[config.mk]
export PLATFORM = sky130hd
export DESIGN_NAME = io_input_sync
export DESIGN_NICKNAME = d
export VERILOG_FILES = /design/src/rtl/io_input_sync.sv
export SDC_FILE = /design/constraint.sdc
export NUM_CORES = 1
export LEC_CHECK = 0
export ABC_AREA = 0
export CORE_MARGIN = 2
export CORE_UTILIZATION = 40
export DETAILED_ROUTE_END_ITERATION = 7
export MAX_ROUTING_LAYER = met4
export SLEW_MARGIN = 10
export SYNTH_ARGS = -nofsm -noshare
export SYNTH_HDL_FRONTEND = slang
export SYNTH_SLANG_ARGS = --single-unit
[constraint.sdc]
create_clock -name io_clk -period 4.14 [get_ports io_clk]
set_input_delay 0.414 -clock io_clk [delete_from_list [all_inputs] [get_ports io_clk]]
set_output_delay 0.414 -clock io_clk [all_outputs]
set_load 0.005 [all_outputs]
[src/rtl/io_input_sync.sv]
// Four-port memory-mapped input block: 2-flop synchronizers, whole-word
// debounce, per-port change flags cleared on status read, and a level IRQ.
module io_input_sync #(
    parameter int DEBOUNCE_CYCLES = 4,
    parameter int CNT_W           = 16
) (
    input  logic        io_clk,
    input  logic        reset,
    input  logic [31:0] addr,
    input  logic        read_io_enable,
    input  logic [31:0] in_port0,
    input  logic [31:0] in_port1,
    input  logic [31:0] in_port2,
    input  logic [31:0] in_port3,
    output logic [31:0] io_read_data,
    output logic        io_irq
);

    localparam logic [CNT_W-1:0] CNT_LAST = CNT_W'(DEBOUNCE_CYCLES - 1);

    localparam logic [5:0] ADDR_PORT0  = 6'b110000;
    localparam logic [5:0] ADDR_PORT1  = 6'b110001;
    localparam logic [5:0] ADDR_PORT2  = 6'b110010;
    localparam logic [5:0] ADDR_PORT3  = 6'b110011;
    localparam logic [5:0] ADDR_STATUS = 6'b110100;

    logic [3:0][31:0] in_bus;
    logic [3:0][31:0] stable_bus;
    logic [3:0]       chg_set;
    logic [3:0]       chg_reg;
    logic [3:0]       chg_next;
    logic [31:0]      read_data_reg;
    logic [31:0]      sel_data;
    logic             irq_reg;
    logic             read_clear;
    logic             addr_unused;

    assign in_bus[0] = in_port0;
    assign in_bus[1] = in_port1;
    assign in_bus[2] = in_port2;
    assign in_bus[3] = in_port3;

    // Only the word offset within the block is decoded.
    assign addr_unused = ^{addr[31:8], addr[1:0]};

    generate
        for (genvar gi = 0; gi < 4; gi++) begin : g_port
            logic [31:0]      sync1_reg;
            logic [31:0]      sync2_reg;
            logic [31:0]      cand_reg;
            logic [31:0]      stable_reg;
            logic [CNT_W-1:0] cnt_reg;

            always_ff @(posedge io_clk) begin
                if (reset) begin
                    sync1_reg  <= '0;
                    sync2_reg  <= '0;
                    cand_reg   <= '0;
                    stable_reg <= '0;
                    cnt_reg    <= '0;
                end else begin
                    sync1_reg <= in_bus[gi];
                    sync2_reg <= sync1_reg;
                    if (sync2_reg != cand_reg) begin
                        cand_reg <= sync2_reg;
                        cnt_reg  <= '0;
                    end else if (cnt_reg != CNT_LAST) begin
                        cnt_reg <= cnt_reg + CNT_W'(1);
                    end else if (stable_reg != cand_reg) begin
                        // Counter stays saturated; a later mismatch reloads it.
                        stable_reg <= cand_reg;
                    end
                end
            end

            assign chg_set[gi]    = (sync2_reg == cand_reg) && (cnt_reg == CNT_LAST) &&
                                    (stable_reg != cand_reg);
            assign stable_bus[gi] = stable_reg;
        end
    endgenerate

    always_comb begin
        sel_data = '0;
        case (addr[7:2])
            ADDR_PORT0:  sel_data = stable_bus[0];
            ADDR_PORT1:  sel_data = stable_bus[1];
            ADDR_PORT2:  sel_data = stable_bus[2];
            ADDR_PORT3:  sel_data = stable_bus[3];
            ADDR_STATUS: sel_data = {28'b0, chg_reg};
            default:     sel_data = '0;
        endcase
    end

    assign read_clear = read_io_enable && (addr[7:2] == ADDR_STATUS);
    // A new acceptance wins over a clearing read in the same cycle.
    assign chg_next   = (chg_reg & ~{4{read_clear}}) | chg_set;

    always_ff @(posedge io_clk) begin
        if (reset) begin
            chg_reg       <= '0;
            read_data_reg <= '0;
            irq_reg       <= 1'b0;
        end else begin
            chg_reg <= chg_next;
            irq_reg <= |chg_reg;
            if (read_io_enable) begin
                read_data_reg <= sel_data;
            end
        end
    end

    assign io_read_data = read_data_reg;
    assign io_irq       = irq_reg;

endmodule

==> results.toml <==
[clocking]
clk_path_buf_depth = 3
cts_resized = 0
post_cts_buffers = 0
clock_latency_ps = 620
h-tree-depth = 2
clk_pin_slew_ps = 70
cts_tree = "done"
clock_sinks = 613
cts_root_buf = "clkbuf_16"
cts_buffers = 61
hold_buffers = 0

[placed_design]
placed_cell_area_mm2 = 0.0251
place_congestion = 0.831
numPortBuffers = 169
post-dp-hpwl_um = 38300

[timing]
fin_crit_sh = 0.728
fin_worst_skew_ps = 24.5
rsz0062_at_grt = "false"
setup_viol = 0
worst_pin_slew_ps = 1060
fmax_mhz = 332
min_period_ps = 3010
maxSlewHeadroom = 0.292
drv_slew = 0
tns_ps = 0
hold_viol_final = 0

[yosys]
synth_edf_count = 0
synth_top_area_frac = 0.539
ys_ff_latch = 613
synth.most_common_cell = "dfxtp_1"
synth_top_area_cell = "dfxtp_1"
syn_avg_cell_area_um2 = 10.6
synthCells = 2155
synth_common_cells = "dfxtp_1 (613), nor2b_1 (412), nor2_1 (237)"
synth_seq_area_share = 0.539
syn-num-nets = 2322
ys.flop_type = "dfxtp_1"
syn_area_mm2 = 0.0228
ys_types = 42
async_flop_share = 0
ys_top_cells_by_area = "dfxtp_1 (54%), nor2b_1 (11%), mux2i_1 (8.2%)"
ys_warn_count = 0

[routing]
drc_errors = 0
wire_per_inst_um = 17.1
drt_pass1_iterations = 5
vias = 14769
ant_nets = 0
viasPerCell = 4.75
drt_wl_total_um = 53000
drtIter0Drc = 878

[power]
p_leak_nw = 10.6
vdd_drop_max_mv = 0.357
p_per_area_mw_per_mm2 = 460

[die]
die_w_um = 243
dieArea_mm2 = 0.0588
row_count = 87
die_h_um = 243
io_pins = 196
core_mm2 = 0.0563
initial_utilization = 0.404

[final_layout]
syn_to_final_growth_pct = 19.7
final_area_mm2 = 0.0272
antenna_cells = 0
final_nets = 2469
drive_above_1_share = 0.0634

[global_routing]
grt_start_max_net_pins = 124
grt_pass1_vias = 14708
overflow = 0
track_usage = 0.184
grt_pass1_wl_um = 82700
antenna_found_initial = 1

[critical_path]
path_max_fanout = 16
slowest_delay_ps = 910
cp-end-kind = "flip-flop"
critical-path-slowest-cell = "a2111oi_4"
critPathBufInv = 1
critical-path-top-delay-family = "compound AO/OA/AOI/OAI gates"
start_kind = "flip-flop"
critical_path_class = "reg2reg"
crit_chain = "ha_1 > nor4b_2 > nand4_2 > a2111oi_4 > buf_4 > mux2i_1 > nor2_1"
cp_data_arrival_time_ps = 3500
crit_required_ps = 4630

[worst_hold_path]
hp-class = "in2reg"

[flow_run]
cap_violations = 0

[outcome]
status = "finished, final reports clean"
metrics by stage:
stage	total power, mW	instances	hold WS (ps)	setup WS, ps	utilization
2_1_floorplan	6.59	2155	414	1940	-
3_3_place_gp	6.85	2995	427	1200	0.446
3_5_place_dp	6.85	2995	423	1110	0.446
4_1_cts	12.7	3108	254	1160	0.484
5_1_grt	13.0	3108	278	902	0.484
6_report	12.5	3108	242	1130	0.484
power by group:
group | total (mW) | internal [mW] | switching (mW) | leakage (nW)
registers | 6.15 | 6.05 | 0.103 | 5.00
clock network | 5.82 | 3.53 | 2.29 | 1.05
logic | 0.562 | 0.308 | 0.255 | 4.52
total | 12.5 | 9.89 | 2.65 | 10.6
cells by family after synthesis:
family / synth area share
adder cells (fa/ha/maj): 0.00220
multiplexers: 0.0833
buffers and inverters: 0.0207
AND/OR/NAND/NOR: 0.210
AO/OA/AOI/OAI: 0.0249
XOR/XNOR: 0.120
flip-flops: 0.539
routing by layer:
layer / GRT usage / part of all wire / up-vias
li1: - / - / 7397
met1: 0.256 / 0.50 / 7004
met2: 0.275 / 0.44 / 292
met3: 0.0270 / 0.040 / 76
met4: 0.0556 / 0.026 / 0
met5: - / 0 / -
layout by cell type, fill, tap and decap left out, drive strengths merged, types with 2 or more instances in the layout:
| cell type | n |
|---|---|
| a2111oi | 3 |
| a21oi | 35 |
| a22oi | 5 |
| a31oi | 3 |
| and2 | 3 |
| and3 | 13 |
| and4 | 2 |
| buf | 18 |
| bufinv | 8 |
| clkbuf | 90 |
| clkdlybuf4s50 | 167 |
| clkinv | 9 |
| clkinvlp | 4 |
| dfxtp | 613 |
| ha | 4 |
| inv | 5 |
| mux2 | 3 |
| mux2i | 186 |
| nand2 | 27 |
| nand2b | 2 |
| nand3 | 28 |
| nand3b | 2 |
| nand4 | 55 |
| nor2 | 237 |
| nor2b | 412 |
| nor3 | 10 |
| nor4 | 49 |
| nor4b | 5 |
| o2111ai | 4 |
| o21ai | 2 |
| o22ai | 27 |
| or3 | 5 |
| xnor2 | 146 |
| xor2 | 165 |
final cells by class:
type | count | area, um^2
Clock buffer | 90 | 1820
Clock inverter | 23 | 333
Fill cell | 5196 | 29000
Inverter | 3 | 11.3
Multi-Input combinational cell | 1438 | 10000
Sequential cell | 613 | 12300
Tap cell | 756 | 946
Timing Repair Buffer | 185 | 1840
worst paths after layout:
check,from,to,slack [ps],cells after the start
max,g_port[3].cnt_reg[0]$_SDFFE_PP0N_,g_port[3].stable_reg[22]$_SDFFE_PP0P_,1130,7
min,reset,g_port[3].sync2_reg[1]$_SDFF_PP0_,240,2
max reg2reg,g_port[3].cnt_reg[0]$_SDFFE_PP0N_,g_port[3].stable_reg[22]$_SDFFE_PP0P_,1130,7
min reg2reg,g_port[0].sync1_reg[30]$_SDFF_PP0_,g_port[0].sync2_reg[30]$_SDFF_PP0_,420,1
(Power assumes the default switching activity.)
